--- src/rtl/frame_pkg.sv ---
// frame_pkg: shared definitions for the frame transmitter.
//   - DEFAULT_SYNC_BYTE : default header byte sent first in every frame
//   - FRAME_LEN         : bytes per frame (4, or 5 with the checksum byte)
//   - state_e           : transmitter FSM states
// Build option: FRAME_TX_CHECKSUM_EN adds the CSUM state and a fifth frame byte.
package frame_pkg;

    localparam logic [7:0] DEFAULT_SYNC_BYTE = 8'hAA;

`ifdef FRAME_TX_CHECKSUM_EN
    localparam int unsigned FRAME_LEN = 5;

    typedef enum logic [2:0] {
        StIdle,
        StSync,
        StB0,
        StB1,
        StB2,
        StCsum
    } state_e;
`else
    localparam int unsigned FRAME_LEN = 4;

    typedef enum logic [2:0] {
        StIdle,
        StSync,
        StB0,
        StB1,
        StB2
    } state_e;
`endif

endpackage

--- src/rtl/frame_csum.sv ---
// frame_csum: combinational frame checksum, sum of the three payload bytes modulo 256.
// Ports:
//   data  in  24  payload word (byte0=[7:0], byte1=[15:8], byte2=[23:16])
//   csum  out  8  byte0 + byte1 + byte2, truncated to 8 bits
module frame_csum (
    input  logic [23:0] data,
    output logic [7:0]  csum
);

    // 8-bit sum width truncates the carry, giving the modulo-256 result.
    assign csum = data[7:0] + data[15:8] + data[23:16];

endmodule

--- src/rtl/frame_tx.sv ---
// frame_tx: serialises a 24-bit payload into a byte frame for a UART transmitter.
// Frame: SYNC_BYTE, byte0, byte1, byte2 (and, with FRAME_TX_CHECKSUM_EN defined, a
// checksum byte equal to byte0+byte1+byte2 modulo 256).
// Ports:
//   clk          in         clock, rising edge
//   rst          in         asynchronous active-high reset
//   in_data      in  24     payload word
//   in_valid     in         payload offered
//   in_ready     out        payload can be accepted (IDLE only)
//   out_data     out  8     byte to the UART transmitter
//   out_valid    out        out_data valid
//   out_ready    in         UART transmitter accepts the byte
//   busy         out        frame in progress
//   frames_sent  out CNT_W  completed-frame counter, wraps modulo 2^CNT_W
module frame_tx
    import frame_pkg::*;
#(
    parameter logic [7:0]  SYNC_BYTE = DEFAULT_SYNC_BYTE,
    parameter int unsigned CNT_W     = 16
) (
    input  logic             clk,
    input  logic             rst,
    input  logic [23:0]      in_data,
    input  logic             in_valid,
    output logic             in_ready,
    output logic [7:0]       out_data,
    output logic             out_valid,
    input  logic             out_ready,
    output logic             busy,
    output logic [CNT_W-1:0] frames_sent
);

    state_e             state_q, state_d;
    logic [23:0]        hold_q;
    logic [CNT_W-1:0]   cnt_q;
    logic               frame_done;

`ifdef FRAME_TX_CHECKSUM_EN
    logic [7:0] csum;

    frame_csum u_csum (
        .data (hold_q),
        .csum (csum)
    );
`endif

    // Outputs decode purely from state so that a stalled byte stays stable
    // until the transmitter takes it.
    always_comb begin
        state_d    = state_q;
        in_ready   = 1'b0;
        out_valid  = 1'b1;
        out_data   = 8'h00;
        frame_done = 1'b0;
        unique case (state_q)
            StIdle: begin
                in_ready  = 1'b1;
                out_valid = 1'b0;
                if (in_valid) begin
                    state_d = StSync;
                end
            end
            StSync: begin
                out_data = SYNC_BYTE;
                if (out_ready) begin
                    state_d = StB0;
                end
            end
            StB0: begin
                out_data = hold_q[7:0];
                if (out_ready) begin
                    state_d = StB1;
                end
            end
            StB1: begin
                out_data = hold_q[15:8];
                if (out_ready) begin
                    state_d = StB2;
                end
            end
            StB2: begin
                out_data = hold_q[23:16];
                if (out_ready) begin
`ifdef FRAME_TX_CHECKSUM_EN
                    state_d = StCsum;
`else
                    state_d    = StIdle;
                    frame_done = 1'b1;
`endif
                end
            end
`ifdef FRAME_TX_CHECKSUM_EN
            StCsum: begin
                out_data = csum;
                if (out_ready) begin
                    state_d    = StIdle;
                    frame_done = 1'b1;
                end
            end
`endif
            default: begin
                state_d   = StIdle;
                out_valid = 1'b0;
            end
        endcase
    end

    always_ff @(posedge clk or posedge rst) begin
        if (rst) begin
            state_q <= StIdle;
        end else begin
            state_q <= state_d;
        end
    end

    // Only the holding register is transmitted, so in_data may change freely
    // once the payload has been taken.
    always_ff @(posedge clk or posedge rst) begin
        if (rst) begin
            hold_q <= 24'h000000;
        end else if (in_valid && in_ready) begin
            hold_q <= in_data;
        end
    end

    always_ff @(posedge clk or posedge rst) begin
        if (rst) begin
            cnt_q <= '0;
        end else if (frame_done) begin
            cnt_q <= cnt_q + CNT_W'(1);
        end
    end

    assign busy        = (state_q != StIdle);
    assign frames_sent = cnt_q;

endmodule

--- config.mk ---
export PLATFORM = sky130hd
export DESIGN_NAME = frame_tx
export DESIGN_NICKNAME = d
export VERILOG_FILES = /design/src/rtl/frame_pkg.sv /design/src/rtl/frame_csum.sv /design/src/rtl/frame_tx.sv
export SDC_FILE = /design/constraint.sdc
export NUM_CORES = 1
export LEC_CHECK = 0
export CAP_MARGIN = 25
export CORE_ASPECT_RATIO = 1.2
export CORE_MARGIN = 1.5
export CORE_UTILIZATION = 48
export CTS_CLUSTER_DIAMETER = 60
export DETAILED_ROUTE_END_ITERATION = 8
export GPL_ROUTABILITY_DRIVEN = 0
export HOLD_SLACK_MARGIN = 0.08
export PLACE_DENSITY = 0.8
export SKIP_LAST_GASP = 1
export SLEW_MARGIN = 10
export SYNTH_ARGS = -nofsm -noshare
export SYNTH_HDL_FRONTEND = slang
export SYNTH_SLANG_ARGS = --single-unit
--- constraint.sdc ---
create_clock -name clk -period 2.08 [get_ports clk]
set_clock_uncertainty 0.1 [all_clocks]
set_input_delay 0.416 -clock clk [delete_from_list [all_inputs] [get_ports clk]]
set_output_delay 0.416 -clock clk [all_outputs]
set_load 0.005 [all_outputs]
==> results.toml <==
[clocking]
cts_buffer_depth = 2
cts_tree = "done"
clkLatencyLatePin_ns = 0.29
cts_sinks = 43
cts_buffers = 5
root_buffer = "clkbuf_8"
ctsHoldBuffers = 0
clk_pin_slew_ns = 0.08
cts_max_level = 2

[floorplan]
initial_core_util = 0.5104
row_count = 25
die_x_um = 62.80
die_y_um = 74.76
io_pins = 55
coreArea_sq_um = 4035
dieArea_sq_um = 4694

[min_path]
hold_path.class = "flop to flop"

[route]
antenna_left = 0
route.detailed.drc = 0
via_per_inst = 5.126
wl_per_cell_um = 15.26
wirelength_um = 4365
vias = 1466
firstDrtPassIters = 4
dr.first_iter.drc_count = 84

[critical_path]
crit_fanout = 4
cpMostUsedCell = "buf_6"
critPathSlowestCell = "dfrtp_1"
cp.arrival_ns = 1.60
crit_type = "flop to output port"
required_ns = 1.56
cp-end-kind = "output port"
crit_chain = "buf_6 > and2b_1 > nor2b_1 > buf_4 > buf_6 > nand2_2 > o21ai_1 > buf_2"
max_stage_delay_ns = 0.40
crit_path_start_kind = "flop"

[sta]
finalWorstSetupSlack_ns = -0.03506
post-route-min-period_ns = 2.115
timing.final.max_slew_violations = 0
rsz0062_at_grt = "true"
fmax_ghz = 0.4728
setup_viol = 5
finalHoldViolCount = 0
slew_headroom = 0.6407
tightest_slew_ns = 0.5389
min_period_over_period = 1.017

[synthesis]
syn-cell-area_sq_um = 2059
syn-num-nets = 188
synth-warning-count = 0
netlist_instances = 159
avgSynthCellArea_sq_um = 12.95
synth.distinct_cells = 32
ys_ff_latch = 43
synth.yosys.seq_area_share = 0.5225

[grt]
grt_pass1_vias = 1597
grt_max_degree = 44
antenna_found_initial = 0
grt_use_total = 0.2038
grt_overflow = 0
grt_pass1_wl_um = 7465

[power_and_ir_drop]
irDropWorstVdd_v = 0.0007063
total_power_mw = 3.396
power.density_nw_per_um2 = 1211
cellLeakagePower_nw = 1.264

[final_layout]
postLayoutCellArea_sq_um = 2805
final_common_cell = "clkdlybuf4s50_1"
fill_cells = 290
multi_input_area_sq_um = 912.1
n_antenna_cell = 0
layout.cells.most_common_list = "43 x clkdlybuf4s50_1, 42 x dfrtp_1, 20 x mux2_4, 13 x buf_4, 12 x xnor2_1"
drive_gt1_frac = 0.2974
seqCellArea_sq_um = 1077
area_delta_synth_final_pct = 36.21
nNetsFinal = 260

[placement]
dpl.hpwl_um = 3087
io_buffer_count = 54
place_area_sq_um = 2688

[run_status]
status = "finished, violations left"
violations = "negative setup slack"

[flow_run]
drv_cap = 0
-- cell type report --
cell class / count / share of cell area
multi-input cells: 105 / 0.3252
well taps: 54 / 0.02409
clock inverters: 2 / 0.004460
repair buffers: 71 / 0.2297
clock buffers: 6 / 0.02587
flip-flops and latches: 43 / 0.3840
inverters: 5 / 0.006690
-- layer usage --
layer	part of all wire	global-route usage	vias up
met5	0	0	-
met2	0.54	0.3955	51
met4	0.0064	0.06420	0
li1	-	-	696
met3	0.040	0.04185	4
met1	0.41	0.2275	715
-- power breakdown --
part           switching (mW)  internal [mW]
logic                   0.587          0.959
clock network           0.278          0.235
registers               0.210           1.13
-- flip-flops by register name, indices dropped and copies added (netlist names) --
signal,cells
state_q,3
frames_sent,16
hold_q,24
-- cell usage after synthesis --
cell type | n | area [sq um]
and2b_1 | 1 | 7.510
xor2_1 | 4 | 35.03
buf_12 | 2 | 40.04
and3_1 | 1 | 6.260
dfrtp_1 | 43 | 1076
buf_1 | 1 | 3.750
o21a_1 | 1 | 7.510
nand4bb_1 | 2 | 22.52
o22ai_1 | 5 | 31.28
mux2_2 | 6 | 67.56
a21oi_1 | 4 | 20.02
ha_1 | 1 | 12.51
xnor2_1 | 12 | 105.1
buf_8 | 1 | 15.01
inv_2 | 1 | 3.750
nor2_1 | 8 | 30.03
o21ai_0 | 5 | 25.02
buf_2 | 1 | 5.000
and4_1 | 3 | 26.28
and2_4 | 1 | 8.760
nand2b_1 | 1 | 6.260
mux2i_1 | 4 | 40.04
nor2b_1 | 3 | 18.77
mux2_4 | 20 | 300.3
nand2_1 | 12 | 45.04
inv_1 | 4 | 15.01
a22oi_1 | 4 | 30.03
nand3_1 | 3 | 15.01
or3_4 | 1 | 11.26
nand4_1 | 2 | 12.51
and4bb_2 | 1 | 12.51
clkbuf_1 | 1 | 3.750
-- worst max-delay path: cells and delay by family (launching register included) --
| family | cells | cell delay (ns) |
|---|---|---|
| flops | 1 | 0.40 |
| compound gates | 1 | 0.06 |
| simple gates | 3 | 0.36 |
| buf+inv | 4 | 0.49 |
-- worst paths after layout --
check | start | to | slack [ns] | depth (start not counted)
min in group asynchronous | rst | hold_q[5] | 0.45 | 3
max in group asynchronous | rst | state_q[2] | 1.04 | 3
setup reg to reg | state_q[0] | hold_q[17] | -0.01 | 8
hold reg to reg | frames_sent[15] | frames_sent[15] | 0.37 | 1
hold / removal | frames_sent[15] | frames_sent[15] | 0.37 | 1
setup / recovery | state_q[0] | out_data[2] | -0.04 | 8
-- repair_timing --
action / 4_1_cts / 5_1_grt
pin swaps: 4 / 1
setup buffers: 4 / 3
gates resized for setup: 35 / 13
setup endpoints to repair: 11 / 9
-- logic make-up (layout without fill, tap and decap cells) --
kind of cell | count (synthesis) | after routing | share of synthesized area
AOI/OAI and AO/OA | 19 | 19 | 0.05529
xor gates and xnor gates | 16 | 16 | 0.06804
adders and majority gates | 1 | 1 | 0.006074
buffers and inverters | 11 | 84 | 0.04191
DFF | 43 | 43 | 0.5225
muxes | 30 | 30 | 0.1981
and+or+nand+nor | 39 | 39 | 0.1081
-- through the flow --
stage | utilization | hold slack (ns) | instances | setup TNS [ns] | setup slack (ns)
after floorplan | - | 0.3676 | 159 | 0 | 0.3226
after global placement | 0.6660 | 0.3656 | 271 | 0 | 0.01449
after detailed placement | 0.6660 | 0.3627 | 271 | -0.02412 | -0.02412
after CTS | 0.6865 | 0.3782 | 283 | -0.3424 | -0.1339
after global routing | 0.6952 | 0.4024 | 286 | -1.237 | -0.1329
final | 0.6952 | 0.3696 | 286 | -0.08605 | -0.03506
Note: power is estimated with default switching activity, not from simulation.
